### src/rtl/fechadura_pkg.sv
// Shared definitions for the electronic lock: password container, special
// key codes, keypad scan FSM states and small decoding helpers.
package fechadura_pkg;

    localparam int N_DIGITOS = 20;

    localparam logic [3:0] KEY_AST      = 4'hA;
    localparam logic [3:0] KEY_HASH     = 4'hB;
    localparam logic [3:0] DIGITO_VAZIO = 4'hF;

    // digits[0] is the newest digit; unused slots hold DIGITO_VAZIO
    typedef struct packed {
        logic [N_DIGITOS-1:0][3:0] digits;
    } senhaPac_t;

    typedef enum logic [1:0] {
        VARRE       = 2'd0,
        DEBOUNCE    = 2'd1,
        PRESSIONADO = 2'd2,
        SOLTA       = 2'd3
    } estado_t;

    // Password with every slot empty
    function automatic senhaPac_t senha_vazia();
        senhaPac_t s;
        for (int i = 0; i < N_DIGITOS; i++) begin
            s.digits[i] = DIGITO_VAZIO;
        end
        return s;
    endfunction

    // Keypad position (row, column 0-2) to key code
    function automatic logic [3:0] mapa_tecla(input logic [1:0] lin, input logic [1:0] col);
        logic [3:0] codigo;
        if (lin == 2'd3) begin
            case (col)
                2'd0:    codigo = KEY_AST;
                2'd1:    codigo = 4'd0;
                default: codigo = KEY_HASH;
            endcase
        end else begin
            codigo = ({2'b00, lin} * 4'd3) + {2'b00, col} + 4'd1;
        end
        return codigo;
    endfunction

endpackage

### src/rtl/varredura_matricial.sv
// 4x4 keypad scanner: row rotation, 2-flop column synchronizer, debounce and
// release filtering. Emits exactly one key_pulse per debounced key press.
module varredura_matricial
    import fechadura_pkg::*;
#(
    parameter int UM_SEGUNDO  = 1000,
    parameter int SCAN_CICLOS = 4
) (
    input  logic       clk,
    input  logic       rst,
    input  logic [3:0] col_matricial,
    output logic [3:0] lin_matricial,
    output logic [3:0] key_code,
    output logic       key_pulse,
    output logic       em_debounce
);

    localparam int DEB_CICLOS = UM_SEGUNDO / 10;
    localparam int DW         = $clog2(DEB_CICLOS + 1);
    localparam int SW         = $clog2(SCAN_CICLOS + 1);

    logic [3:0]    col_s1_r;
    logic [3:0]    col_s2_r;
    estado_t       estado_r;
    logic [3:0]    lin_r;
    logic [SW-1:0] scan_cnt_r;
    logic [DW-1:0] deb_cnt_r;
    logic [1:0]    lin_lat_r;
    logic [1:0]    col_lat_r;
    logic [3:0]    key_code_r;
    logic          key_pulse_r;

    logic [1:0]    lin_atual_s;
    logic [1:0]    primeira_col_s;
    logic          tem_col_s;

    // Two-flop synchronizer for the asynchronous, pulled-up columns
    always_ff @(posedge clk) begin
        if (rst) begin
            col_s1_r <= 4'hF;
            col_s2_r <= 4'hF;
        end else begin
            col_s1_r <= col_matricial;
            col_s2_r <= col_s1_r;
        end
    end

    // Index of the row currently driven low
    always_comb begin
        case (lin_r)
            4'b1110: lin_atual_s = 2'd0;
            4'b1101: lin_atual_s = 2'd1;
            4'b1011: lin_atual_s = 2'd2;
            4'b0111: lin_atual_s = 2'd3;
            default: lin_atual_s = 2'd0;
        endcase
    end

    // Lowest low column among 0-2 wins; column 3 is not populated
    always_comb begin
        tem_col_s = 1'b1;
        if (!col_s2_r[0]) begin
            primeira_col_s = 2'd0;
        end else if (!col_s2_r[1]) begin
            primeira_col_s = 2'd1;
        end else if (!col_s2_r[2]) begin
            primeira_col_s = 2'd2;
        end else begin
            primeira_col_s = 2'd0;
            tem_col_s      = 1'b0;
        end
    end

    // Scan / debounce / hold / release state machine with registered outputs.
    // Columns are only trusted from the third cycle of a row on, once the
    // synchronizer reflects the row actually being driven.
    always_ff @(posedge clk) begin
        if (rst) begin
            estado_r    <= VARRE;
            lin_r       <= 4'b1110;
            scan_cnt_r  <= '0;
            deb_cnt_r   <= '0;
            lin_lat_r   <= 2'd0;
            col_lat_r   <= 2'd0;
            key_code_r  <= 4'd0;
            key_pulse_r <= 1'b0;
        end else begin
            key_pulse_r <= 1'b0;
            case (estado_r)
                VARRE: begin
                    if ((scan_cnt_r >= SW'(2)) && tem_col_s) begin
                        lin_lat_r  <= lin_atual_s;
                        col_lat_r  <= primeira_col_s;
                        deb_cnt_r  <= '0;
                        scan_cnt_r <= '0;
                        estado_r   <= DEBOUNCE;
                    end else if (scan_cnt_r == SW'(SCAN_CICLOS - 1)) begin
                        scan_cnt_r <= '0;
                        lin_r      <= {lin_r[2:0], lin_r[3]};
                    end else begin
                        scan_cnt_r <= scan_cnt_r + SW'(1);
                    end
                end
                DEBOUNCE: begin
                    if (!col_s2_r[col_lat_r]) begin
                        if (deb_cnt_r == DW'(DEB_CICLOS - 1)) begin
                            key_pulse_r <= 1'b1;
                            key_code_r  <= mapa_tecla(lin_lat_r, col_lat_r);
                            deb_cnt_r   <= '0;
                            estado_r    <= PRESSIONADO;
                        end else begin
                            deb_cnt_r <= deb_cnt_r + DW'(1);
                        end
                    end else begin
                        deb_cnt_r  <= '0;
                        scan_cnt_r <= '0;
                        estado_r   <= VARRE;
                    end
                end
                PRESSIONADO: begin
                    if (col_s2_r[col_lat_r]) begin
                        deb_cnt_r <= '0;
                        estado_r  <= SOLTA;
                    end else begin
                        estado_r <= PRESSIONADO;
                    end
                end
                SOLTA: begin
                    if (col_s2_r[2:0] != 3'b111) begin
                        deb_cnt_r <= '0;
                    end else if (deb_cnt_r == DW'(DEB_CICLOS - 1)) begin
                        deb_cnt_r  <= '0;
                        scan_cnt_r <= '0;
                        estado_r   <= VARRE;
                    end else begin
                        deb_cnt_r <= deb_cnt_r + DW'(1);
                    end
                end
                default: begin
                    estado_r   <= VARRE;
                    scan_cnt_r <= '0;
                    deb_cnt_r  <= '0;
                end
            endcase
        end
    end

    assign lin_matricial = lin_r;
    assign key_code      = key_code_r;
    assign key_pulse     = key_pulse_r;
    assign em_debounce   = (estado_r == DEBOUNCE);

endmodule

### src/rtl/teclado_senha.sv
// Password keypad: collects debounced digits into a 20-digit buffer, clears
// it on '*' or inactivity, and publishes it on '#'.
module teclado_senha
    import fechadura_pkg::*;
#(
    parameter int UM_SEGUNDO  = 1000,
    parameter int SCAN_CICLOS = 4
) (
    input  logic       clk,
    input  logic       rst,
    input  logic       teclado_en,
    input  logic [3:0] col_matricial,
    output logic [3:0] lin_matricial,
    output senhaPac_t  digitos_value,
    output logic       digitos_valid
);

    localparam int TMAX = 5 * UM_SEGUNDO;
    localparam int TW   = $clog2(TMAX + 1);

    logic [3:0]    key_code_s;
    logic          key_pulse_s;
    logic          em_debounce_s;

    senhaPac_t     buf_r;
    senhaPac_t     valor_r;
    logic          valid_r;
    logic [TW-1:0] tmo_cnt_r;
    logic          descarta_r;

    senhaPac_t     base_s;
    senhaPac_t     buf_nxt_s;
    senhaPac_t     valor_nxt_s;
    logic          valid_nxt_s;
    logic          buf_cheio_s;
    logic          expira_s;
    logic          evento_s;

    varredura_matricial #(
        .UM_SEGUNDO  (UM_SEGUNDO),
        .SCAN_CICLOS (SCAN_CICLOS)
    ) u_varredura (
        .clk           (clk),
        .rst           (rst),
        .col_matricial (col_matricial),
        .lin_matricial (lin_matricial),
        .key_code      (key_code_s),
        .key_pulse     (key_pulse_s),
        .em_debounce   (em_debounce_s)
    );

    assign buf_cheio_s = (buf_r.digits[0] != DIGITO_VAZIO);
    assign expira_s    = buf_cheio_s && (tmo_cnt_r == TW'(TMAX - 1));
    assign evento_s    = key_pulse_s && teclado_en && !descarta_r;
    // An expiring timeout clears first, so a same-cycle digit lands on an empty buffer
    assign base_s      = expira_s ? senha_vazia() : buf_r;

    // Next buffer / output contents from the accepted key event
    always_comb begin
        buf_nxt_s   = base_s;
        valor_nxt_s = valor_r;
        valid_nxt_s = 1'b0;
        if (!teclado_en) begin
            buf_nxt_s = senha_vazia();
        end else if (evento_s) begin
            if (key_code_s <= 4'd9) begin
                buf_nxt_s.digits = {base_s.digits[N_DIGITOS-2:0], key_code_s};
            end else if (key_code_s == KEY_AST) begin
                buf_nxt_s = senha_vazia();
            end else if (key_code_s == KEY_HASH) begin
                if (base_s.digits[0] != DIGITO_VAZIO) begin
                    valor_nxt_s = base_s;
                    valid_nxt_s = 1'b1;
                    buf_nxt_s   = senha_vazia();
                end else begin
                    buf_nxt_s = base_s;
                end
            end else begin
                buf_nxt_s = base_s;
            end
        end else begin
            buf_nxt_s = base_s;
        end
    end

    // Buffer, output register, inactivity timer and enable-drop tracking
    always_ff @(posedge clk) begin
        if (rst) begin
            buf_r      <= senha_vazia();
            valor_r    <= senha_vazia();
            valid_r    <= 1'b0;
            tmo_cnt_r  <= '0;
            descarta_r <= 1'b0;
        end else begin
            buf_r   <= buf_nxt_s;
            valor_r <= valor_nxt_s;
            valid_r <= valid_nxt_s;
            // A debounce that saw the enable drop must not deliver its key
            descarta_r <= em_debounce_s && (descarta_r || !teclado_en);
            if (key_pulse_s) begin
                tmo_cnt_r <= '0;
            end else if (!buf_cheio_s || expira_s) begin
                tmo_cnt_r <= '0;
            end else begin
                tmo_cnt_r <= tmo_cnt_r + TW'(1);
            end
        end
    end

    assign digitos_value = valor_r;
    assign digitos_valid = valid_r;

endmodule

### config.mk
export PLATFORM = sky130hd
export DESIGN_NAME = teclado_senha
export DESIGN_NICKNAME = d
export VERILOG_FILES = /design/src/rtl/fechadura_pkg.sv /design/src/rtl/varredura_matricial.sv /design/src/rtl/teclado_senha.sv
export SDC_FILE = /design/constraint.sdc
export NUM_CORES = 1
export LEC_CHECK = 0
export CORE_MARGIN = 1
export CORE_UTILIZATION = 40
export CTS_CLUSTER_DIAMETER = 120
export CTS_CLUSTER_SIZE = 8
export DETAILED_ROUTE_END_ITERATION = 12
export DONT_BUFFER_PORTS = 1
export PLACE_DENSITY_LB_ADDON = 0.12
export SLEW_MARGIN = 20
export SYNTH_ARGS = -nofsm -noshare
export SYNTH_HDL_FRONTEND = slang
export SYNTH_SLANG_ARGS = --single-unit
export TNS_END_PERCENT = 10
### constraint.sdc
create_clock -name clk -period 5.5 [get_ports clk]
set_input_delay 0.825 -clock clk [delete_from_list [all_inputs] [get_ports clk]]
set_output_delay 0.825 -clock clk [all_outputs]
set_load 0.1 [all_outputs]
* Word-level counts from Yosys, hierarchy flattened
Cells that the tools add are included.
Operators by class: add/sub/neg operators 5, multipliers 1, order comparisons 3, equality and inequality tests 22, multiplexer cells 38, bitwise gates (word level) 8, reductions and logical operators 24
Operator list (count):
- 80-bit two-way mux | 6
- 7-bit two-way mux | 5
- 7-bit one-hot mux with 4 select lines | 1
- 4-bit == test (second input constant) | 4
- 2-bit two-way mux | 8
- 3-bit two-way mux | 5
- 13-bit by 1-bit adder with 13-bit output (second input constant) | 1
- 13-bit == test (second input constant) | 1
- 3-bit one-hot mux with 3 select lines | 1
- 2-bit by 1-bit inequality test with 1-bit output (second input constant) | 4
- 4-bit inequality test (second input constant) | 2
- 1-bit NOT | 8
- 2-bit one-hot mux with 4 select lines | 1
- 4-bit one-hot mux with 2 select lines | 1
- 4-bit AND reduction | 2
- 7-bit by 1-bit adder with 7-bit output (second input constant) | 1
- 7-bit == test (second input constant) | 1
- 1-bit two-way mux | 7
- 2-bit == test (second input constant) | 3
- 2-bit one-hot mux with 3 select lines | 1
- 3-bit AND reduction | 2
- 6-bit AND reduction | 1
- 3-bit OR reduction | 2
- 6-bit OR reduction | 1
- 22 further kinds | 32
Word-level totals: register bits after elaboration 208, bits of input ports 7, output and inout bits 85, logic and storage cells 154

* Logic depth before layout (Yosys ltp)
depth in word-level cells 9, depth in mapped cells 8, depth with buffers taken out 7

* Modules after synthesis
From an unflattened synthesis, not the netlist that was laid out.
Unflattened totals: cell total of the unflattened synthesis 892, area, all modules 8380.5 um^2
Modules (own cells, without submodules):
- teclado_senha | instances 1, cells an instance 722, area each 6776.5 um^2, seq. area each 3503.4 um^2
- varredura_matricial | instances 1, cells an instance 170, area each 1604.0 um^2, seq. area each 660.6 um^2

* Worst setup path before layout
OpenSTA, ideal clock, no wires.
path kind input to register, start input port teclado_en, end register buf_r[28] in the netlist's numbering, setup time 74 ps, data arrival time 2133 ps, required time 5426 ps, setup slack 3293 ps, stages 8, buffers on the path 3, cells stage by stage nand3b_1 nor2_1 o211a_1 buf_2 buf_2 clkbuf_1 a21oi_1 o21ai_0
Between the ends: word-level cells in the longest chain between the ends 3, elaborated cells on any way between the ends 5, classes of those cells mux: 1; bitwise: 1; reduce/logical: 3
Ends and longest elaborated chain:
- start, declared | line teclado_senha.sv:11 | input logic teclado_en,
- 1-bit logical AND (2 in series) | line teclado_senha.sv:54 | assign evento_s = key_pulse_s && teclado_en && !descarta_r;
- 80-bit two-way mux | line teclado_senha.sv:65 | end else if (evento_s) begin
- end signal, assigned | line teclado_senha.sv:89 | buf_r <= senha_vazia();
- end signal, assigned | line teclado_senha.sv:95 | buf_r <= buf_nxt_s;
- end, declared | line teclado_senha.sv:25 | senhaPac_t buf_r;
Parallel ways exist; a longest one is shown, timed or not. A chain may end at the register's enable or synchronous reset.

* Worst setup path after layout
start register tmo_cnt_r[7], end register valor_r (netlist bit digitos_value[74])
Between the ends: word-level cells in the longest chain between the ends 5
Ends and longest elaborated chain:
- start, declared | line teclado_senha.sv:28 | logic [TW-1:0] tmo_cnt_r;
- start signal, assigned | line teclado_senha.sv:105 | tmo_cnt_r <= tmo_cnt_r + TW'(1);
- 13-bit == test (*) | line teclado_senha.sv:53 | assign expira_s = buf_cheio_s && (tmo_cnt_r == TW'(TMAX - 1));
- 1-bit logical AND (*) | line teclado_senha.sv:53
- 80-bit two-way mux (*) | line teclado_senha.sv:56 | assign base_s = expira_s ? senha_vazia() : buf_r;
- 4-bit inequality test | line teclado_senha.sv:71 | if (base_s.digits[0] != DIGITO_VAZIO) begin
- 6-bit AND reduction (no source line)
- end signal, assigned | line teclado_senha.sv:90 | valor_r <= senha_vazia();
- end signal, assigned | line teclado_senha.sv:96 | valor_r <= valor_nxt_s;
- end, declared | line teclado_senha.sv:26 | senhaPac_t valor_r;
Every way passes the cells marked *; elsewhere a longest branch is shown, timed or not.

==> results.ini <==
[pwr]
ir_worst_vdd_uv=194
total_power_mw=3.18
seqPwrFrac_pct=50.0
p_sw_uw=708
swShare_pct=22.2
p_clk_share_pct=47.6
p_leak_nw=3.52
p_int_mw=2.48
pwr-share-comb_pct=2.4
powerDensity_mw_per_mm2=340

[floorplanning]
row_count=53
start_util_pct=40.7
die_h_um=148
core_mm2=0.0210
die_area_mm2=0.0220
pin_count=92
chipWidth_um=148

[synth]
syn_nets=985
async_reset_ff_share_pct=0
syn_avg_cell_area_um2=8.83
synth-edff-count=0
synth-seq-area-share_pct=48.7
synth_top_area_share_pct=48.7
yosysUniqueCellTypes=45
synthCells=968
ys_seq_elements=208
yosysWarnings=0
synth.cell_area_mm2=0.00855
netlist.top_cell.by_area=dfxtp_1
synth_area_leaders=dfxtp_1 (49%), a211o_1 (8.6%), and3_1 (6.3%)
ys.flop_type=dfxtp_1

[critical_path]
cp_max_fo=111
crit_path_cell_trace=nor4bb_1, nand3_1, o211a_4, buf_4, and3_1, a211o_1
critPathLaunchType=flop
critPathKind=flop to flop
crit_required_ns=5.90
cp_top_family=simple AND/OR/NAND/NOR gates
cp-end-kind=flop
crit_buf_inv=1
crit_path_max_incr_delay_ns=0.47
cp_slowest_cell=buf_4
critPathArrivalTime_ns=3.12

[sta]
slew-limit-headroom_pct=25.5
worst_slew_pin_slew_ns=1.12
rsz0062_at_grt=false
tns_ns=0
max_freq_ghz=0.368
whs_ns=0.378
fin_skew_ns=0.0205
fin_crit_sh_pct=49.4
setup_viol=0
hold_viol=0
final-max-slew-violation-count=0
finalCriticalPeriod_ns=2.72

[finish]
nets=937
fin_area_mm2=0.00936
regArea_mm2=0.00416
drive_gt1_share_pct=6.09
final_common_cell=dfxtp_1
layout_common_cells=dfxtp_1 (208), nor2_1 (107), o21ai_0 (85), and3_1 (85), a21oi_1 (84)
multi_input_area_mm2=0.00403
syn_to_final_growth_pct=9.44
num_antenna_cells=0
fill_cells=2048

[routing]
vias=6401
viasPerCell=5.36
drtIter0Drc=360
drtAntennaViolNets=0
wl_per_cell_um=16.0
remaining_drc_errors=0
wl_um=19100
firstDrtPassIters=5

[global_routing]
grt_pass1_wl_um=32000
grt_max_degree=118
grt_pass1_vias=6137
grt-ovfl-total=0
antenna_found_initial=0
grt_use_total_pct=17.5

[clock_tree]
insertion_delay_ns=0.53
clock_tree.buffer_depth=3
clock-sinks=208
hold_buffers=0
cts_tree=built
cts_buffers=29
cts_setup_buffers=0
htree_levels=1
cts-root-buf=clkbuf_16
clkTransAtPathRegs_ns=0.05
ctsResizeCount=0

[placement]
portBuffers=0
dp_hpwl_um=10400
place_congestion=0.744
placed_area_mm2=0.00862

[hold_path]
hold_path.class=input port to flop

[status]
status=finished clean

[job]
maxCapViolations=0

==> registers in the layout, summed over array words and instances, names as in the netlist, named ones only <==
register	flops
u_varredura.key_pulse	1
digitos_value	80
u_varredura.lin_lat_r	2
digitos_valid	1
buf_r	80
descarta_r	1
u_varredura.col_s1_r	4
u_varredura.lin_matricial	4
u_varredura.col_lat_r	2
tmo_cnt_r	13
u_varredura.deb_cnt_r	7
u_varredura.estado_r	1
u_varredura.key_code	4
u_varredura.col_s2_r	4
u_varredura.scan_cnt_r	3
==> cells by family (layout without fill, tap and decap cells) <==
family	count (synthesis)	in the layout	synth area share, %
AOI/OAI and AO/OA	270	270	20.1
xor gates and xnor gates	16	16	1.64
adders and majority gates	10	10	1.64
buffers and inverters	98	49	4.65
DFF	208	208	48.7
muxes	7	7	0.995
and+or+nand+nor	359	359	22.3
==> cell type report <==
type                       count  share of cell area [%]
clock buffer                  29                    7.76
clock inverter                 1                  0.0936
inverter                      14                   0.562
multi-input combinational    662                    43.0
sequential                   208                    44.5
tap                          275                    3.68
timing repair buffer           5                   0.401
==> synthesized netlist by cell type (all sizes together), types with 5 or more instances <==
cell type	number
dfxtp	208
nor2	107
and3	86
o21ai	86
a21oi	85
a211o	84
nand2b	79
clkbuf	67
nand2	30
buf	17
nand3	15
inv	14
xor2	12
ha	8
or2	8
nor3	7
nand4	5
nor2b	5
==> worst paths after layout <==
check                           slack (ns)  cells after the start                    start                         to
worst min register to register        0.41                      1  u_varredura.col_s1_r[3]    u_varredura.col_s2_r[3]
worst max register to register        2.78                      6             tmo_cnt_r[7]          digitos_value[74]
worst max-delay path                  2.78                      6             tmo_cnt_r[7]          digitos_value[74]
worst min-delay path                  0.38                      1                      rst  u_varredura.scan_cnt_r[1]
==> stage by stage <==
| stage | utilization (%) | worst slack [ns] | cells |
|---|---|---|---|
| after floorplan | - | 3.29 | 968 |
| after detailed placement | 41.0 | 2.45 | 1164 |
| after CTS | 44.5 | 2.81 | 1194 |
| after global routing | 44.5 | 2.55 | 1194 |
| final | 44.5 | 2.78 | 1194 |
| after global placement | 41.0 | 2.45 | 1164 |
==> routing by layer <==
layer  routed length [um]  part of all wire (%)  up-vias  track usage (%)
met4                  335                   1.8        0             4.48
met5                    0                     0        -                0
li1                     -                     -     3267                -
met2                 8630                    45      104             27.7
met1                 9200                    48     3005             24.2
met3                  973                   5.1       25             3.68
==> power by group through the flow <==
stage	combinational, mW	sequential, mW	clock (mW)
after floorplan	0.0783	1.61	0
after global placement	0.0775	1.62	0
after detailed placement	0.0785	1.62	0
after CTS	0.0790	1.59	1.57
after global routing	0.0893	1.59	1.62
final	0.0779	1.59	1.52
Note: power is estimated with default switching activity, not from simulation.
